<file path="src/rtl/uart_core_if.sv">
// uart_core_if: word-level interface between user logic and uart_core.
//   master modport (user logic): drives tx_data/tx_valid; sees tx_ready, tx_busy,
//                                rx_data, rx_valid, frame_err, parity_err.
//   slave modport (uart_core):   the mirror image.
interface uart_core_if #(
    parameter int unsigned DATA_BITS = 8
) ();
    logic [DATA_BITS-1:0] tx_data;
    logic                 tx_valid;
    logic                 tx_ready;
    logic                 tx_busy;
    logic [DATA_BITS-1:0] rx_data;
    logic                 rx_valid;
    logic                 frame_err;
    logic                 parity_err;

    modport master (
        output tx_data, tx_valid,
        input  tx_ready, tx_busy, rx_data, rx_valid, frame_err, parity_err
    );

    modport slave (
        input  tx_data, tx_valid,
        output tx_ready, tx_busy, rx_data, rx_valid, frame_err, parity_err
    );
endinterface

</file>
<file path="src/rtl/uart_core.sv">
// uart_core: full-duplex UART with a shared 16x baud tick, 16x-oversampled receiver and
// valid/ready transmitter.
//   clk, rst : single clock, synchronous active-high reset
//   bus      : uart_core_if.slave (tx_data/tx_valid/tx_ready/tx_busy,
//              rx_data/rx_valid/frame_err/parity_err)
//   tx       : serial out, idles high
//   rx       : serial in, asynchronous to clk
// Optional feature: define UART_PARITY_EN to honour PARITY (1 = odd, 2 = even).
// Without it parity logic is absent and parity_err is tied low.
module uart_core #(
    parameter int unsigned CLK_FREQ  = 27_000_000,
    parameter int unsigned BAUD_RATE = 115200,
    parameter int unsigned DATA_BITS = 8,
    parameter int unsigned STOP_BITS = 1,
    parameter int unsigned PARITY    = 0
) (
    input  logic       clk,
    input  logic       rst,
    uart_core_if.slave bus,
    output logic       tx,
    input  logic       rx
);
    localparam int unsigned DIV_RAW = CLK_FREQ / (BAUD_RATE * 16);
    localparam int unsigned DIV     = (DIV_RAW < 1) ? 1 : DIV_RAW;
    localparam int unsigned CW      = (DIV > 1) ? $clog2(DIV) : 1;

`ifdef UART_PARITY_EN
    localparam bit PAR_ON  = (PARITY != 0);
    localparam bit PAR_ODD = (PARITY == 1);
`else
    // PARITY is accepted but has no effect in this build.
    localparam bit PAR_ON  = (PARITY != 0) && 1'b0;
`endif

    typedef enum logic [2:0] {StIdle, StStart, StData, StParity, StStop} state_e;

    // ---------------------------------------------------------------- baud tick
    logic [CW-1:0] div_cnt;
    logic          tick;

    always_ff @(posedge clk) begin
        if (rst || div_cnt == CW'(DIV - 1)) begin
            div_cnt <= '0;
        end else begin
            div_cnt <= div_cnt + 1'b1;
        end
    end

    assign tick = (div_cnt == CW'(DIV - 1));

    // ---------------------------------------------------------------- transmitter
    state_e               tx_state, tx_state_next;
    logic [3:0]           tx_tick_cnt;
    logic [3:0]           tx_bit_cnt;
    logic [DATA_BITS-1:0] tx_shift;
    logic [CW-1:0]        tx_phase;
    logic                 alive;
    logic                 tx_accept;
    logic                 tx_tick;
    logic                 tx_bit_end;
    logic                 tx_par_bit;
    logic                 tx_ready_int;
    logic                 tx_busy_int;

    // TX ticks at the divider phase captured on acceptance, so every TX bit lasts exactly
    // 16*DIV cycles from the accepting edge while still sharing the single counter.
    assign tx_tick    = (div_cnt == tx_phase);
    assign tx_bit_end = tx_tick && (tx_tick_cnt == 4'd15);
    assign tx_accept  = bus.tx_valid && tx_ready_int;

    always_ff @(posedge clk) begin
        if (rst) begin
            tx_state <= StIdle;
        end else begin
            tx_state <= tx_state_next;
        end
    end

    always_comb begin
        tx_state_next = tx_state;
        case (tx_state)
            StIdle:   if (tx_accept) tx_state_next = StStart;
            StStart:  if (tx_bit_end) tx_state_next = StData;
            StData: begin
                if (tx_bit_end && tx_bit_cnt == 4'(DATA_BITS - 1)) begin
                    tx_state_next = PAR_ON ? StParity : StStop;
                end
            end
            StParity: if (tx_bit_end) tx_state_next = StStop;
            StStop: begin
                if (tx_bit_end && tx_bit_cnt == 4'(STOP_BITS - 1)) tx_state_next = StIdle;
            end
            default:  tx_state_next = StIdle;
        endcase
    end

    always_comb begin
        tx_ready_int = (tx_state == StIdle) && alive;
        tx_busy_int  = (tx_state != StIdle);
        case (tx_state)
            StStart:  tx = 1'b0;
            StData:   tx = tx_shift[0];
            StParity: tx = tx_par_bit;
            default:  tx = 1'b1;
        endcase
    end

    always_ff @(posedge clk) begin
        if (rst) begin
            alive       <= 1'b0;
            tx_tick_cnt <= '0;
            tx_bit_cnt  <= '0;
            tx_shift    <= '0;
            tx_phase    <= '0;
        end else begin
            // alive delays tx_ready by one edge after reset release
            alive <= 1'b1;
            if (tx_accept) begin
                tx_shift    <= bus.tx_data;
                tx_phase    <= div_cnt;
                tx_tick_cnt <= '0;
                tx_bit_cnt  <= '0;
            end else if (tx_state != StIdle && tx_tick) begin
                tx_tick_cnt <= tx_tick_cnt + 1'b1;
                if (tx_bit_end) begin
                    if (tx_state_next != tx_state) begin
                        tx_bit_cnt <= '0;
                    end else begin
                        tx_bit_cnt <= tx_bit_cnt + 1'b1;
                    end
                    if (tx_state == StData) tx_shift <= tx_shift >> 1;
                end
            end
        end
    end

`ifdef UART_PARITY_EN
    logic tx_par_q;
    always_ff @(posedge clk) begin
        if (rst) begin
            tx_par_q <= 1'b0;
        end else if (tx_accept) begin
            tx_par_q <= PAR_ODD ? ~(^bus.tx_data) : (^bus.tx_data);
        end
    end
    assign tx_par_bit = tx_par_q;
`else
    assign tx_par_bit = 1'b0;
`endif

    assign bus.tx_ready = tx_ready_int;
    assign bus.tx_busy  = tx_busy_int;

    // ---------------------------------------------------------------- receiver
    state_e               rx_state, rx_state_next;
    logic                 rx_s1, rx_s2, rx_prev;
    logic [3:0]           rx_tick_cnt;
    logic [3:0]           rx_bit_cnt;
    logic [DATA_BITS-1:0] rx_shift;
    logic                 rx_fall;
    logic                 rx_mid;
    logic                 rx_done;
    logic                 perr_calc;
    logic [DATA_BITS-1:0] rx_data_q;
    logic                 rx_valid_q;
    logic                 frame_err_q;
    logic                 parity_err_q;

    always_ff @(posedge clk) begin
        if (rst) begin
            rx_s1   <= 1'b1;
            rx_s2   <= 1'b1;
            rx_prev <= 1'b1;
        end else begin
            rx_s1   <= rx;
            rx_s2   <= rx_s1;
            rx_prev <= rx_s2;
        end
    end

    assign rx_fall = rx_prev && !rx_s2;

    always_ff @(posedge clk) begin
        if (rst) begin
            rx_state <= StIdle;
        end else begin
            rx_state <= rx_state_next;
        end
    end

    always_comb begin
        rx_state_next = rx_state;
        case (rx_state)
            StIdle:   if (rx_fall) rx_state_next = StStart;
            StStart:  if (rx_mid) rx_state_next = rx_s2 ? StIdle : StData;
            StData: begin
                if (rx_mid && rx_bit_cnt == 4'(DATA_BITS - 1)) begin
                    rx_state_next = PAR_ON ? StParity : StStop;
                end
            end
            StParity: if (rx_mid) rx_state_next = StStop;
            // Leave at mid first stop bit; any second stop bit is not checked.
            StStop:   if (rx_mid) rx_state_next = StIdle;
            default:  rx_state_next = StIdle;
        endcase
    end

    // Start is sampled after 8 ticks; every following bit 16 ticks later (mid-bit).
    always_comb begin
        rx_mid  = 1'b0;
        if (tick) begin
            if (rx_state == StStart) begin
                rx_mid = (rx_tick_cnt == 4'd7);
            end else if (rx_state != StIdle) begin
                rx_mid = (rx_tick_cnt == 4'd15);
            end
        end
        rx_done = (rx_state == StStop) && rx_mid;
    end

    always_ff @(posedge clk) begin
        if (rst) begin
            rx_tick_cnt <= '0;
            rx_bit_cnt  <= '0;
            rx_shift    <= '0;
        end else begin
            if (rx_state_next != rx_state) begin
                rx_tick_cnt <= '0;
                rx_bit_cnt  <= '0;
            end else begin
                if (tick) rx_tick_cnt <= rx_tick_cnt + 1'b1;
                if (rx_mid) rx_bit_cnt <= rx_bit_cnt + 1'b1;
            end
            if (rx_state == StData && rx_mid) begin
                rx_shift <= {rx_s2, rx_shift[DATA_BITS-1:1]};
            end
        end
    end

`ifdef UART_PARITY_EN
    logic rx_par_bit;
    always_ff @(posedge clk) begin
        if (rst) begin
            rx_par_bit <= 1'b0;
        end else if (rx_state == StParity && rx_mid) begin
            rx_par_bit <= rx_s2;
        end
    end
    assign perr_calc = PAR_ON && ((^rx_shift ^ rx_par_bit) != PAR_ODD);
`else
    assign perr_calc = 1'b0;
`endif

    always_ff @(posedge clk) begin
        if (rst) begin
            rx_data_q    <= '0;
            rx_valid_q   <= 1'b0;
            frame_err_q  <= 1'b0;
            parity_err_q <= 1'b0;
        end else begin
            rx_valid_q <= rx_done;
            if (rx_done) begin
                rx_data_q    <= rx_shift;
                frame_err_q  <= !rx_s2;
                parity_err_q <= perr_calc;
            end
        end
    end

    assign bus.rx_data    = rx_data_q;
    assign bus.rx_valid   = rx_valid_q;
    assign bus.frame_err  = frame_err_q;
    assign bus.parity_err = parity_err_q;
endmodule

</file>
<file path="src/flat_wrapper.sv">
// flat-port wrapper written by rule: the top's interface ports become plain ports
module uart_core_flat 
#(
    parameter int unsigned CLK_FREQ  = 27_000_000,
    parameter int unsigned BAUD_RATE = 115200,
    parameter int unsigned DATA_BITS = 8,
    parameter int unsigned STOP_BITS = 1,
    parameter int unsigned PARITY    = 0
)
  (clk, rst, tx, rx, bus_tx_data, bus_tx_valid, bus_tx_ready, bus_tx_busy, bus_rx_data, bus_rx_valid, bus_frame_err, bus_parity_err);
  uart_core_if #(.DATA_BITS(DATA_BITS)) bus_i ();
  input  logic clk;
  input  logic rst;
  output logic tx;
  input  logic rx;
  input wire logic [$bits(bus_i.tx_data)-1:0] bus_tx_data;
  input wire logic [$bits(bus_i.tx_valid)-1:0] bus_tx_valid;
  output wire logic [$bits(bus_i.tx_ready)-1:0] bus_tx_ready;
  output wire logic [$bits(bus_i.tx_busy)-1:0] bus_tx_busy;
  output wire logic [$bits(bus_i.rx_data)-1:0] bus_rx_data;
  output wire logic [$bits(bus_i.rx_valid)-1:0] bus_rx_valid;
  output wire logic [$bits(bus_i.frame_err)-1:0] bus_frame_err;
  output wire logic [$bits(bus_i.parity_err)-1:0] bus_parity_err;
  assign bus_i.tx_data = bus_tx_data;
  assign bus_i.tx_valid = bus_tx_valid;
  assign bus_tx_ready = bus_i.tx_ready;
  assign bus_tx_busy = bus_i.tx_busy;
  assign bus_rx_data = bus_i.rx_data;
  assign bus_rx_valid = bus_i.rx_valid;
  assign bus_frame_err = bus_i.frame_err;
  assign bus_parity_err = bus_i.parity_err;
  uart_core #(.CLK_FREQ(CLK_FREQ), .BAUD_RATE(BAUD_RATE), .DATA_BITS(DATA_BITS), .STOP_BITS(STOP_BITS), .PARITY(PARITY)) u_core (.clk(clk), .rst(rst), .bus(bus_i), .tx(tx), .rx(rx));
endmodule
</file>
<file path="config.mk">
export PLATFORM = sky130hd
export DESIGN_NAME = uart_core_flat
export DESIGN_NICKNAME = d
export VERILOG_FILES = /design/src/rtl/uart_core_if.sv /design/src/rtl/uart_core.sv /design/src/flat_wrapper.sv
export SDC_FILE = /design/constraint.sdc
export NUM_CORES = 1
export LEC_CHECK = 0
export ABC_AREA = 1
export BUFFER_PORTS_ARGS = -buffer_cell sky130_fd_sc_hd__buf_2
export CORE_ASPECT_RATIO = 0.6
export CORE_UTILIZATION = 40
export DETAILED_ROUTE_END_ITERATION = 8
export GPL_TIMING_DRIVEN = 0
export PLACE_DENSITY = 0.57
export SYNTH_ARGS = -nofsm -noshare
export SYNTH_HDL_FRONTEND = slang
export SYNTH_SLANG_ARGS = --single-unit
</file>
<file path="constraint.sdc">
create_clock -name clk -period 2 [get_ports clk]
set_clock_uncertainty 0.2 [all_clocks]
set_input_delay 0.1 -clock clk [delete_from_list [all_inputs] [get_ports clk]]
set_output_delay 0.1 -clock clk [all_outputs]
set_load 0.03 [all_outputs]
</file>
==> reports/metrics.cfg <==
[outcome]
outcome = complete, no violations

[die]
fp.coreArea_um2 = 6820
start_util_pct = 42.2
num_io_pins = 26
die_w_um = 111
die_h_um = 67.7
rows = 23
dieArea_um2 = 7550

[clocking]
cts_tree = yes
cts-root-buf = clkbuf_16
clock_path_buffers = 2
clkTransAtPathRegs_ns = 0.05
htree_levels = 3
clock-sinks = 60
numCtsBuffers = 9
clkLatencyLatePin_ns = 0.33

[sta]
report.final.slew_viol_count = 0
fin_crit_sh_pct = 94.4
maxSlewHeadroom_pct = 60.7
finalSetupViolCount = 0
whs_ns = 0.0330
min_period_ns = 1.89
worst_pin_slew_ns = 0.590
fmax_mhz = 530
final-hold-violation-count = 0

[worst_setup_path]
criticalPathCategory = flip-flop to flip-flop
cp-endpoint = u_core.bus.rx_data[0]$_SDFFE_PP0P_
crit_path_end_kind = flip-flop
regToRegEndpoint = u_core.bus.rx_data[0]$_SDFFE_PP0P_
r2r_slack_ns = 0.11
cp_data_arrival_time_ns = 1.95
crit_path_max_fanout = 10
r2r_start = u_core.rx_state[2]$_SDFF_PP0_
start_kind = flip-flop
crit_required_ns = 2.06
rr_worst_depth = 9
critPathLaunch = u_core.rx_state[2]$_SDFF_PP0_

[drt]
drc = 0
firstDrtPassIters = 4
ant_nets = 0
wl_mm = 6.10
vias = 2445
vias_per_cell = 4.81
drt_iter0_drc = 93
wl_per_cell_um = 12.0

[global_route]
track_usage_pct = 16.9
overflow = 0
antenna_found_initial = 0
grt_pass1_wl_mm = 9.69
grt_pass1_vias = 2064
grt_max_degree = 12

[placed_design]
port_buffers = 23
gp_congestion = 0.819
hpwl_mm = 4.17

[logic_synthesis]
ys_types = 43
synth_top_family_by_area = simple AND/OR/NAND/NOR gates
ys_seq_area_share_pct = 41.8
post_synth_and_or_nand_nor_area_fraction_pct = 27.6
syn_nets = 385
synth_fa_ha_area_share_pct = 3.04
synthCells = 366
synth_compound_area_share_pct = 14.2
synthXorXnorAreaFrac_pct = 3.04
synth-warning-count = 0
syn_area_um2 = 2880
muxShareOfSynthArea_pct = 0.696
syn_avg_cell_area_um2 = 7.86
ys_ff_latch = 60

[layout]
area_growth_pct = 28.4
num_antenna_cells = 0
final_cell_mix = nand2_1 (56), dfxtp_1 (54), inv_1 (40), a21oi_1 (33), nor2_1 (31)
fillerInstances = 650
final_common_cell = nand2_1
layout.nets = 435
utilization_pct = 54.1
drive_above_1_share_pct = 27.6

[power_and_ir_drop]
power_mw = 3.23
leakagePower_nw = 1.53
ir_worst_vdd_mv = 0.488
p_per_area_nw_per_um2 = 874

[min_path]
hold_path_class = primary input to flip-flop

[flow_run]
drv_cap = 0

## per-stage QoR
stage                     setup slack (ns)  instances  area, um^2  TNS, ns
after detailed placement            -0.118        476        3100   -0.745
after CTS                         0.000252        502        3550        0
final                                0.112        508        3690        0
after global routing               -0.0209        508        3690  -0.0626
after floorplan                     0.0205        366        2880        0
after global placement             -0.0761        476        3100   -0.218
## power breakdown
group          internal [mW]  switching (mW)
clock                   1.16           0.547
combinational          0.113           0.159
sequential              1.22          0.0251
## cells by family after synthesis
logic type / count (synthesis)
AO/OA/AOI/OAI: 71
XOR/XNOR: 10
adder cells (fa/ha/maj): 7
buffers and inverters: 62
flip-flops: 60
multiplexers: 2
other: 1
AND/OR/NAND/NOR: 153
## Yosys cell counts
cell type  number  area share, %
nor2_4          2           0.78
buf_4           3           0.78
a21boi_1        3           0.78
nor3b_1         1           0.26
dfxtp_1        60             42
o21a_1          1           0.26
nand3b_1        1           0.26
clkinv_2        1           0.17
nor2_1         32            4.2
xnor2_1         1           0.30
a21oi_1        34            5.9
xor2_1          9            2.7
inv_2           8            1.0
buf_2           2           0.35
nand4_4         1           0.74
nand3_2         2           0.70
a31oi_1         1           0.22
o2111ai_1       1           0.30
nor3_1          7            1.2
nand3_1        18            3.1
nor4_1          1           0.22
o21ai_0        20            3.5
conb_1          1           0.13
nor3_2          1           0.35
nor3_4          1           0.57
inv_1          40            5.2
nand2_2         5            1.1
clkinv_1        1           0.13
nand2_8         1           0.70
or2_2           3           0.65
o21ai_2         8            2.4
nand2_4         4            1.6
inv_4           1           0.22
mux2i_1         2           0.70
nand3_4         1           0.61
nor2_2         10            2.2
a21boi_0        3           0.78
ha_1            7            3.0
clkbuf_1        4           0.52
buf_6           1           0.39
nand2_1        58            7.6
buf_12          1           0.70
nand4_1         4           0.87
## timing repair
| action | CTS | global route |
|---|---|---|
| hold endpoints to repair | 9 | 0 |
| hold buffers | 10 | 0 |
| resized for setup | 7 | 26 |
| pin swaps | 1 | 5 |
| setup endpoints to repair | 27 | 39 |
| cloned | 0 | 1 |
| setup buffers | 0 | 5 |
## critical path, cell delays in order (launching register included)
cell and delay (ns):
dfxtp_1 0.46, inv_2 0.11, nand2_2 0.11, inv_2 0.05, o21ai_2 0.18, nand2_4 0.12
inv_4 0.11, nand3_4 0.13, buf_6 0.19, a21oi_1 0.14
## worst min-delay path by stage
stage                            start                              end  depth (start not counted)
after floorplan                     rx          u_core.rx_s1$_SDFF_PP1_                          1
after global placement              rx          u_core.rx_s1$_SDFF_PP1_                          2
after detailed placement            rx          u_core.rx_s1$_SDFF_PP1_                          2
after CTS                 bus_tx_valid  u_core.tx_shift[3]$_SDFFE_PP0P_                          6
after global routing      bus_tx_valid  u_core.tx_shift[3]$_SDFFE_PP0P_                          6
final                     bus_tx_valid  u_core.tx_shift[3]$_SDFFE_PP0P_                          6
## flip-flops by register name, summed over array words and instances, names as in the netlist
| register | count |
|---|---|
| u_core.rx_bit_cnt | 4 |
| u_core.tx_state | 3 |
| u_core.rx_prev | 1 |
| u_core.tx_shift | 8 |
| u_core.rx_s1 | 1 |
| u_core.rx_tick_cnt | 4 |
| u_core.tx_tick_cnt | 4 |
| u_core.tx_phase | 4 |
| u_core.rx_state | 3 |
| u_core.bus.frame_err | 1 |
| u_core.div_cnt | 4 |
| u_core.bus.rx_data | 8 |
| u_core.tx_bit_cnt | 4 |
| u_core.alive | 1 |
| u_core.bus.rx_valid | 1 |
| u_core.rx_shift | 8 |
| u_core.rx_s2 | 1 |
## final cells by class
class	count	area [um^2]	share of cell area, %
Buffer	11	78.8	2.13
Clock buffer	11	253	6.85
Clock inverter	5	83.8	2.27
Inverter	51	200	5.42
Multi-Input combinational cell	244	1470	39.8
Sequential cell	60	1220	32.9
Tap cell	87	109	2.95
Timing Repair Buffer	39	282	7.62
## routing by layer
metal / track usage, % / wire, um / vias up
li1: - / - / 1281
met1: 23.4 / 3230 / 1117
met2: 24.0 / 2550 / 40
met3: 6.28 / 248 / 7
met4: 5.57 / 61 / 0
met5: 0 / 0 / -
No activity file was read; power rests on OpenSTA's default activity.
